**config.mk**
```make
export PLATFORM = sky130hd
export DESIGN_NAME = wb_stage
export DESIGN_NICKNAME = d
export VERILOG_FILES = /design/src/rtl/wb_stage.sv
export SDC_FILE = /design/constraint.sdc
export NUM_CORES = 1
export LEC_CHECK = 0
export BUFFER_PORTS_ARGS = -buffer_cell sky130_fd_sc_hd__buf_2
export CAP_MARGIN = 20
export CORE_ASPECT_RATIO = 1.5
export CORE_MARGIN = 2
export CORE_UTILIZATION = 35
export CTS_CLUSTER_DIAMETER = 150
export DETAILED_ROUTE_END_ITERATION = 7
export HOLD_SLACK_MARGIN = 0.08
export PLACE_DENSITY = 0.66
export SLEW_MARGIN = 20
export SYNTH_ARGS = -nofsm -noshare
export SYNTH_HDL_FRONTEND = slang
export SYNTH_SLANG_ARGS = --single-unit
```
**constraint.sdc**
```tcl
create_clock -name clk_I -period 3.6 [get_ports clk_I]
set_clock_uncertainty 0.2 [all_clocks]
set_input_delay 0.72 -clock clk_I [delete_from_list [all_inputs] [get_ports clk_I]]
set_output_delay 0.72 -clock clk_I [all_outputs]
set_load 0.05 [all_outputs]
```
**src/rtl/wb_stage.sv**
```systemverilog
// Writeback stage: sole writer of the register-file write port. ALU results
// retire one cycle after acceptance; loads park in WAIT_LOAD until the data
// memory responds (or a timeout aborts them), then are aligned and extended.
module wb_stage #(
  parameter int unsigned CNT_W       = 32,
  parameter int unsigned TIMEOUT_CYC = 255
) (
  input  logic             clk_I,
  input  logic             rst_n_I,
  input  logic             mem_valid_I,
  output logic             mem_ready_O,
  input  logic [4:0]       mem_rd_I,
  input  logic [31:0]      mem_result_I,
  input  logic             mem_is_load_I,
  input  logic [2:0]       mem_funct3_I,
  input  logic [1:0]       mem_addr_lo_I,
  input  logic             dmem_rsp_valid_I,
  input  logic [31:0]      dmem_rsp_data_I,
  output logic             w_en_O,
  output logic [4:0]       destReg_O,
  output logic [31:0]      destRegWrite_O,
  output logic             load_pending_O,
  output logic [4:0]       pending_rd_O,
  output logic [CNT_W-1:0] retired_O,
  output logic             err_O
);

  localparam int unsigned TW = $clog2(TIMEOUT_CYC + 1);

  typedef enum logic [0:0] {StIdle, StWaitLoad} state_e;

  state_e            state_q;
  logic [4:0]        ld_rd_q;
  logic [2:0]        ld_f3_q;
  logic [1:0]        ld_lo_q;
  logic [TW-1:0]     tmo_q;
  logic [TW-1:0]     tmo_inc;
  logic              w_en_q;
  logic [4:0]        dest_q;
  logic [31:0]       wdata_q;
  logic [CNT_W-1:0]  retired_q;
  logic              err_q;
  logic [7:0]        ld_byte;
  logic [15:0]       ld_half;
  logic [31:0]       ld_ext;

  assign tmo_inc = tmo_q + TW'(1);

  // Select and extend the loaded byte/half/word per the captured load type
  always_comb begin
    ld_byte = dmem_rsp_data_I[7:0];
    unique case (ld_lo_q)
      2'd0: ld_byte = dmem_rsp_data_I[7:0];
      2'd1: ld_byte = dmem_rsp_data_I[15:8];
      2'd2: ld_byte = dmem_rsp_data_I[23:16];
      2'd3: ld_byte = dmem_rsp_data_I[31:24];
    endcase
    // addr_lo[0] is deliberately ignored for halfwords
    ld_half = ld_lo_q[1] ? dmem_rsp_data_I[31:16] : dmem_rsp_data_I[15:0];
    case (ld_f3_q)
      3'b000:  ld_ext = {{24{ld_byte[7]}}, ld_byte};
      3'b001:  ld_ext = {{16{ld_half[15]}}, ld_half};
      3'b100:  ld_ext = {24'd0, ld_byte};
      3'b101:  ld_ext = {16'd0, ld_half};
      default: ld_ext = dmem_rsp_data_I;  // LW and undefined encodings
    endcase
  end

  // Control FSM with registered write port, counters and sticky error
  always_ff @(posedge clk_I or negedge rst_n_I) begin
    if (!rst_n_I) begin
      state_q   <= StIdle;
      ld_rd_q   <= 5'd0;
      ld_f3_q   <= 3'd0;
      ld_lo_q   <= 2'd0;
      tmo_q     <= '0;
      w_en_q    <= 1'b0;
      dest_q    <= 5'd0;
      wdata_q   <= 32'd0;
      retired_q <= '0;
      err_q     <= 1'b0;
    end else begin
      w_en_q <= 1'b0;
      // A response with no load outstanding is a protocol error, even on accept
      if (dmem_rsp_valid_I && (state_q == StIdle)) begin
        err_q <= 1'b1;
      end
      unique case (state_q)
        StIdle: begin
          if (mem_valid_I) begin
            if (mem_is_load_I) begin
              ld_rd_q <= mem_rd_I;
              ld_f3_q <= mem_funct3_I;
              ld_lo_q <= mem_addr_lo_I;
              tmo_q   <= '0;
              state_q <= StWaitLoad;
            end else begin
              w_en_q    <= (mem_rd_I != 5'd0);
              dest_q    <= mem_rd_I;
              wdata_q   <= mem_result_I;
              retired_q <= retired_q + CNT_W'(1);
            end
          end
        end
        StWaitLoad: begin
          // A response on the final allowed cycle still completes the load
          if (dmem_rsp_valid_I) begin
            w_en_q    <= (ld_rd_q != 5'd0);
            dest_q    <= ld_rd_q;
            wdata_q   <= ld_ext;
            retired_q <= retired_q + CNT_W'(1);
            ld_rd_q   <= 5'd0;
            state_q   <= StIdle;
          end else if (tmo_inc == TW'(TIMEOUT_CYC)) begin
            err_q   <= 1'b1;
            ld_rd_q <= 5'd0;
            tmo_q   <= '0;
            state_q <= StIdle;
          end else begin
            tmo_q <= tmo_inc;
          end
        end
        default: state_q <= StIdle;
      endcase
    end
  end

  assign mem_ready_O    = (state_q == StIdle);
  assign load_pending_O = (state_q == StWaitLoad);
  assign pending_rd_O   = (state_q == StWaitLoad) ? ld_rd_q : 5'd0;
  assign w_en_O         = w_en_q;
  assign destReg_O      = dest_q;
  assign destRegWrite_O = wdata_q;
  assign retired_O      = retired_q;
  assign err_O          = err_q;

endmodule

```
==> results.py, run 1 <==
metrics = {
    "global_routing": {
        "antenna_found_initial": 2,
        "globalRouteTotalUtil": 0.1894,
        "grt_overflow_total": 0,
        "grt_pass1_vias": 4278,
        "grt_pass1_wl_um": 21840,
        "grt_max_degree": 52,
    },
    "clocking": {
        "post_cts_buffers": 0,
        "clkTransAtPathRegs_ns": 0.07,
        "cts.htree.levels": 3,
        "tritoncts": "built",
        "cts_hold_buf": 0,
        "ctsResizeCount": 0,
        "cts_buffers": 9,
        "worstSkewPairLatency_ns": 0.34,
        "clk_path_buf_depth": 2,
        "clkSinkCount": 90,
        "clock-root-buffer": "clkbuf_16",
    },
    "floorplanning": {
        "fp.dieH_um": 146.2,
        "core.rowCount": 52,
        "ios": 157,
        "die_width_um": 98.83,
        "die_area_sq_um": 14450,
        "start_util": 0.3539,
        "core-area_sq_um": 13340,
    },
    "place": {
        "dpl_cell_area_sq_um": 5582,
        "port-buffer-count": 156,
        "pre_cts_ws_ns": 0.9179,
        "placedCellCount": 783,
        "gp_congestion": 0.8551,
        "place_hpwl_um": 10400,
    },
    "setup_path": {
        "r2r-end": "retired_O[31]$_DFFE_PN0P_",
        "crit_chain": "inv_1 > buf_2",
        "reg2regPathDepth": 5,
        "cp_max_fo": 27,
        "reg2reg_from": "load_pending_O$_DFF_PN0_",
        "critPathKind": "reg2out",
        "start_kind": "flip-flop",
        "crit_arrival_ns": 2.13,
        "r2r_slack_ns": 0.93,
        "cp_slowest_stage_delay_ns": 0.93,
        "crit_path_end_kind": "primary output",
        "worst_path_max_delay_cell": "dfrtp_1",
        "required_ns": 2.68,
        "crit_path_start": "load_pending_O$_DFF_PN0_",
    },
    "synthesis": {
        "muxShareOfSynthArea": 0.03180,
        "synth_cells": 491,
        "synth-xor-area-share": 0.05937,
        "synth-simple-area-share": 0.2094,
        "ys_seq_area_frac": 0.4771,
        "syn-cell-area_sq_um": 4721,
        "synth_fa_ha_area_frac": 0.007951,
        "synth-main-ff-cell": "dfrtp_1",
        "ys_seq_elements": 90,
        "synth_top_family_by_area": "simple AND/OR/NAND/NOR gates",
        "synth-compound-area-share": 0.1630,
        "async_flop_share": 1.000,
        "ys_types": 49,
        "syn-num-nets": 573,
        "synth_edf_count": 0,
        "avgSynthCellArea_sq_um": 9.615,
        "yosys_warnings": 0,
    },
    "timing": {
        "totalNegativeSetupSlack_ns": 0,
        "fmax_mhz": 328.1,
        "finalCritPeriodShare": 0.8466,
        "period_minus_slack_ns": 3.048,
        "slew_headroom": 0.4052,
        "final-hold-violation-count": 0,
        "slew_viol_final": 0,
        "setup_viol": 0,
        "worstMarginPinSlew_ns": 0.8922,
        "worst_slack_ns": 0.5524,
        "rsz0062_at_grt": "no",
    },
    "power": {
        "total_power_w": 0.003681,
        "max-vdd-ir-drop_uv": 259.8,
        "p_leak_nw": 2.842,
        "p_per_area_nw_per_um2": 623.3,
    },
    "cells_and_area": {
        "fin_cells": 801,
        "area_growth_syn_to_layout_pct": 25.10,
        "fin_area_sq_um": 5906,
        "nets": 714,
        "drive_gt1_frac": 0.3124,
        "num-fill-cells": 1309,
    },
    "route": {
        "drt_wl_total_um": 13690,
        "detail-route-antenna-nets": 0,
        "drc": 0,
        "drt-wirelength-per-cell_um": 17.09,
        "avgViaCountPerCell": 5.375,
        "dr.pass1.iters": 5,
        "drtIter0Drc": 162,
        "num_vias": 4305,
    },
    "status": {
        "outcome": "complete, no violations",
    },
    "flow_run": {
        "drv_cap": 0,
    },
    "min_path": {
        "holdCritPathClass": "in2async",
    },
}
## how the worst max path moves through the flow
stage                                 end  slack [ns]  cells past startpoint
final                         mem_ready_O        0.55                      2
after global routing          mem_ready_O        0.41                      2
after CTS                     mem_ready_O        0.54                      2
after detailed placement      mem_ready_O        0.92                      2
after global placement        mem_ready_O        1.01                      2
after floorplan           pending_rd_O[4]        1.05                      3
## metal layers
layer / global-route usage / up-vias / part of all wire
li1: - / 2030 / -
met1: 0.2348 / 2078 / 0.40
met2: 0.3257 / 170 / 0.52
met3: 0.03447 / 27 / 0.059
met4: 0.07055 / 0 / 0.026
met5: 0 / - / 0
## registers in the layout, indices dropped and copies added (netlist names)
name and count:
retired_O 32, err_O 1, destRegWrite_O 32, ld_lo_q 2
ld_rd_q 5, load_pending_O 1, destReg_O 5, tmo_q 8
ld_f3_q 3, w_en_O 1
## synthesized netlist by cell type, types with 13 or more instances
cell type	n	area, sq um
xor2_1	13	113.9
xnor2_1	19	166.4
dfrtp_1	90	2252
clkbuf_1	17	63.81
nand3_1	15	75.07
a31oi_1	20	125.1
nor2_1	29	108.9
nor3_1	23	115.1
a21oi_1	28	140.1
inv_1	16	60.06
nand2_1	55	206.5
o21ai_0	31	155.2
or3_1	16	100.1
## through the flow
step | hold WS, ns | util
after CTS | 0.1563 | 0.4424
final | 0.1348 | 0.4428
after global routing | 0.1771 | 0.4428
after global placement | 0.2603 | 0.4185
after detailed placement | 0.2641 | 0.4185
after floorplan | 0.2244 | -
## logic make-up after synthesis
| group | Yosys count |
|---|---|
| flip-flops | 90 |
| AND/OR/NAND/NOR | 186 |
| XOR/XNOR | 32 |
| AO/OA/AOI/OAI | 119 |
| buffers and inverters | 48 |
| multiplexers | 13 |
| adder cells (fa/ha/maj) | 3 |
## layout by cell type (no fill, tap or decap), drive strengths merged, types with 2 or more instances in the layout
cell type / n
a211oi: 8
a21o: 6
a21oi: 28
a221oi: 8
a22o: 2
a31oi: 21
and2: 6
and3: 7
and4: 3
buf: 162
bufinv: 2
clkbuf: 9
clkinv: 3
clkinvlp: 2
dfrtp: 90
diode: 2
ha: 3
inv: 16
mux2: 6
mux2i: 6
nand2: 55
nand2b: 7
nand3: 17
nand4: 8
nor2: 29
nor2b: 8
nor3: 23
nor4: 2
o21ai: 31
o221ai: 6
o31ai: 3
or2: 2
or3: 16
or4: 2
xnor2: 19
xor2: 13
## where the power goes
group          total [W]  internal [W]  leakage, nW  switching (W)
sequential       0.00140       0.00119         1.11       0.000209
combinational    0.00127      0.000341         1.58       0.000927
clock            0.00101      0.000607        0.151       0.000403
## critical path: cells and delay by family (launching register included)
family   cells  cell delay (ns)
buf+inv      2             0.85
flops        1             0.93
## layout make-up
type	count	area, sq um	area share
clock inverter	7	93.84	0.01589
timing repair buffer	162	840.8	0.1424
multi-input combinational	353	2226	0.3769
sequential	90	2252	0.3814
inverter	16	60.06	0.01017
clock buffer	9	225.2	0.03814
tap	162	202.7	0.03432
antenna	2	5.005	0.0008475
(Power assumes the default switching activity.)
==> run 2: changes to the inputs <==
- PLACE_DENSITY: 0.66 -> 0.68
- clock period: 3.6 -> 2.6 ns (I/O delays scaled with it)
==> results.py, run 2 (synthesis results as in run 1) <==
metrics = {
    "route": {
        "avgViaCountPerCell": 5.291,
        "dr.pass1.iters": 5,
        "drt_wl_total_um": 13480,
        "detail-route-antenna-nets": 0,
        "drtIter0Drc": 149,
        "drt-wirelength-per-cell_um": 16.74,
        "drc": 0,
        "num_vias": 4259,
    },
    "floorplanning": {
        "fp.dieH_um": 146.2,
        "die_width_um": 98.83,
        "core.rowCount": 52,
        "core-area_sq_um": 13340,
        "ios": 157,
        "die_area_sq_um": 14450,
        "start_util": 0.3539,
    },
    "global_routing": {
        "grt_pass1_vias": 4228,
        "globalRouteTotalUtil": 0.1883,
        "antenna_found_initial": 0,
        "grt_pass1_wl_um": 21740,
        "grt_max_degree": 58,
        "grt_overflow_total": 0,
    },
    "timing": {
        "final-hold-violation-count": 0,
        "rsz0062_at_grt": "no",
        "fmax_mhz": 428.2,
        "finalCritPeriodShare": 0.8981,
        "setup_viol": 0,
        "slew_headroom": 0.4938,
        "totalNegativeSetupSlack_ns": 0,
        "period_minus_slack_ns": 2.335,
        "worstMarginPinSlew_ns": 0.7593,
        "slew_viol_final": 0,
    },
    "clocking": {
        "clkSinkCount": 90,
        "cts.htree.levels": 3,
        "cts_hold_buf": 1,
        "clkTransAtPathRegs_ns": 0.06,
        "clk_path_buf_depth": 2,
        "cts_buffers": 9,
        "tritoncts": "built",
        "worstSkewPairLatency_ns": 0.33,
        "ctsResizeCount": 0,
        "post_cts_buffers": 0,
        "clock-root-buffer": "clkbuf_16",
    },
    "cells_and_area": {
        "multi_input_area_sq_um": 2226,
        "num-fill-cells": 1292,
        "nets": 721,
        "final_common_cell": "buf_2",
        "fin_cells": 805,
        "final_cell_mix": "155 x buf_2, 90 x dfrtp_1, 55 x nand2_1, 31 x o21ai_0, 29 x nor2_1",
        "antenna_cells": 0,
        "area_growth_syn_to_layout_pct": 25.47,
        "drive_gt1_frac": 0.3142,
        "final-seq-area_sq_um": 2252,
    },
    "power": {
        "max-vdd-ir-drop_uv": 343.6,
        "pwr-share-seq": 0.376,
        "switching_share": 0.4201,
        "p_switching_w": 0.002108,
        "clock_power_share": 0.259,
        "p_leak_nw": 2.866,
        "p_per_area_nw_per_um2": 846.9,
        "p_int_w": 0.002909,
        "pwr-share-comb": 0.366,
    },
    "place": {
        "placedCellCount": 789,
        "port-buffer-count": 156,
        "gp_congestion": 0.8861,
        "place_hpwl_um": 10220,
    },
    "setup_path": {
        "required_ns": 2.65,
        "critPathKind": "reg2reg",
        "crit_arrival_ns": 2.38,
        "start_kind": "flip-flop",
        "crit_path_end_kind": "flip-flop",
        "cp_max_fo": 17,
    },
    "status": {
        "outcome": "complete, no violations",
    },
    "min_path": {
        "holdCritPathClass": "in2reg",
    },
    "flow_run": {
        "drv_cap": 0,
    },
}
run 2: changes by cell type in the layout (fill, tap and decap cells not counted), moves of 2 or more:
cell,before,now
clkbuf_1,0,2
clkinvlp_4,2,0
diode_2,2,0
buf_4,6,12
run 2: worst max-delay path, stage by stage, from the launching register on:
cell,delay (ns)
dfrtp_1,0.45
ha_1,0.27
xnor2_1,0.17
nor3_1,0.10
a31oi_2,0.64
o21ai_0,0.20
a31oi_1,0.22
run 2: power by group through the flow:
stage / logic [W] / registers, W / clock network [W]
5_1_grt: 0.00196 / 0.00192 / 0.00140
3_3_place_gp: 0.00182 / 0.00189 / 0
6_report: 0.00183 / 0.00188 / 0.00130
4_1_cts: 0.00185 / 0.00188 / 0.00133
3_5_place_dp: 0.00185 / 0.00191 / 0
2_1_floorplan: 0.000651 / 0.00256 / 0
run 2: path summary, 6_finish.rpt:
kind	from	end	slack [ns]	cells after the start
max	tmo_q[0]$_DFFE_PN0P_	tmo_q[7]$_DFFE_PN0P_	0.26	6
min	mem_addr_lo_I[0]	ld_lo_q[0]$_DFFE_PN0P_	0.22	2
max reg2reg	tmo_q[0]$_DFFE_PN0P_	tmo_q[7]$_DFFE_PN0P_	0.26	6
min reg2reg	retired_O[31]$_DFFE_PN0P_	retired_O[31]$_DFFE_PN0P_	0.26	1
max in group asynchronous	rst_n_I	ld_rd_q[2]$_DFFE_PN0P_	0.95	3
min in group asynchronous	rst_n_I	destRegWrite_O[29]$_DFFE_PN0P_	0.58	2
run 2: final cells by class:
type	count	share of cell area
inverters	16	0.01014
multi-input cells	353	0.3758
well taps	162	0.03422
flip-flops and latches	90	0.3802
clock buffers	12	0.04161
clock inverters	3	0.006760
repair buffers	169	0.1512
run 2: stage by stage:
stage               utilization  power (W)  area (sq um)  hold WS, ns  setup slack (ns)
CTS                      0.4441   0.005063          5923       0.2010            0.2759
detailed placement       0.4219   0.003752          5627       0.2555            0.2933
finish                   0.4441   0.005017          5923       0.2159            0.2649
global route             0.4441   0.005273          5923       0.2050           0.06507
global placement         0.4219   0.003715          5627       0.2535            0.4318
floorplan                     -   0.003214          4721      0.02441            0.2461
run 2: per-layer routing:
metal	vias up	track usage	wire, um	share of wire
li1	2043	-	-	-
met4	0	0.06644	329	0.024
met5	-	0	0	0
met2	154	0.3236	6948	0.52
met1	2038	0.2337	5512	0.41
met3	24	0.03638	685	0.051
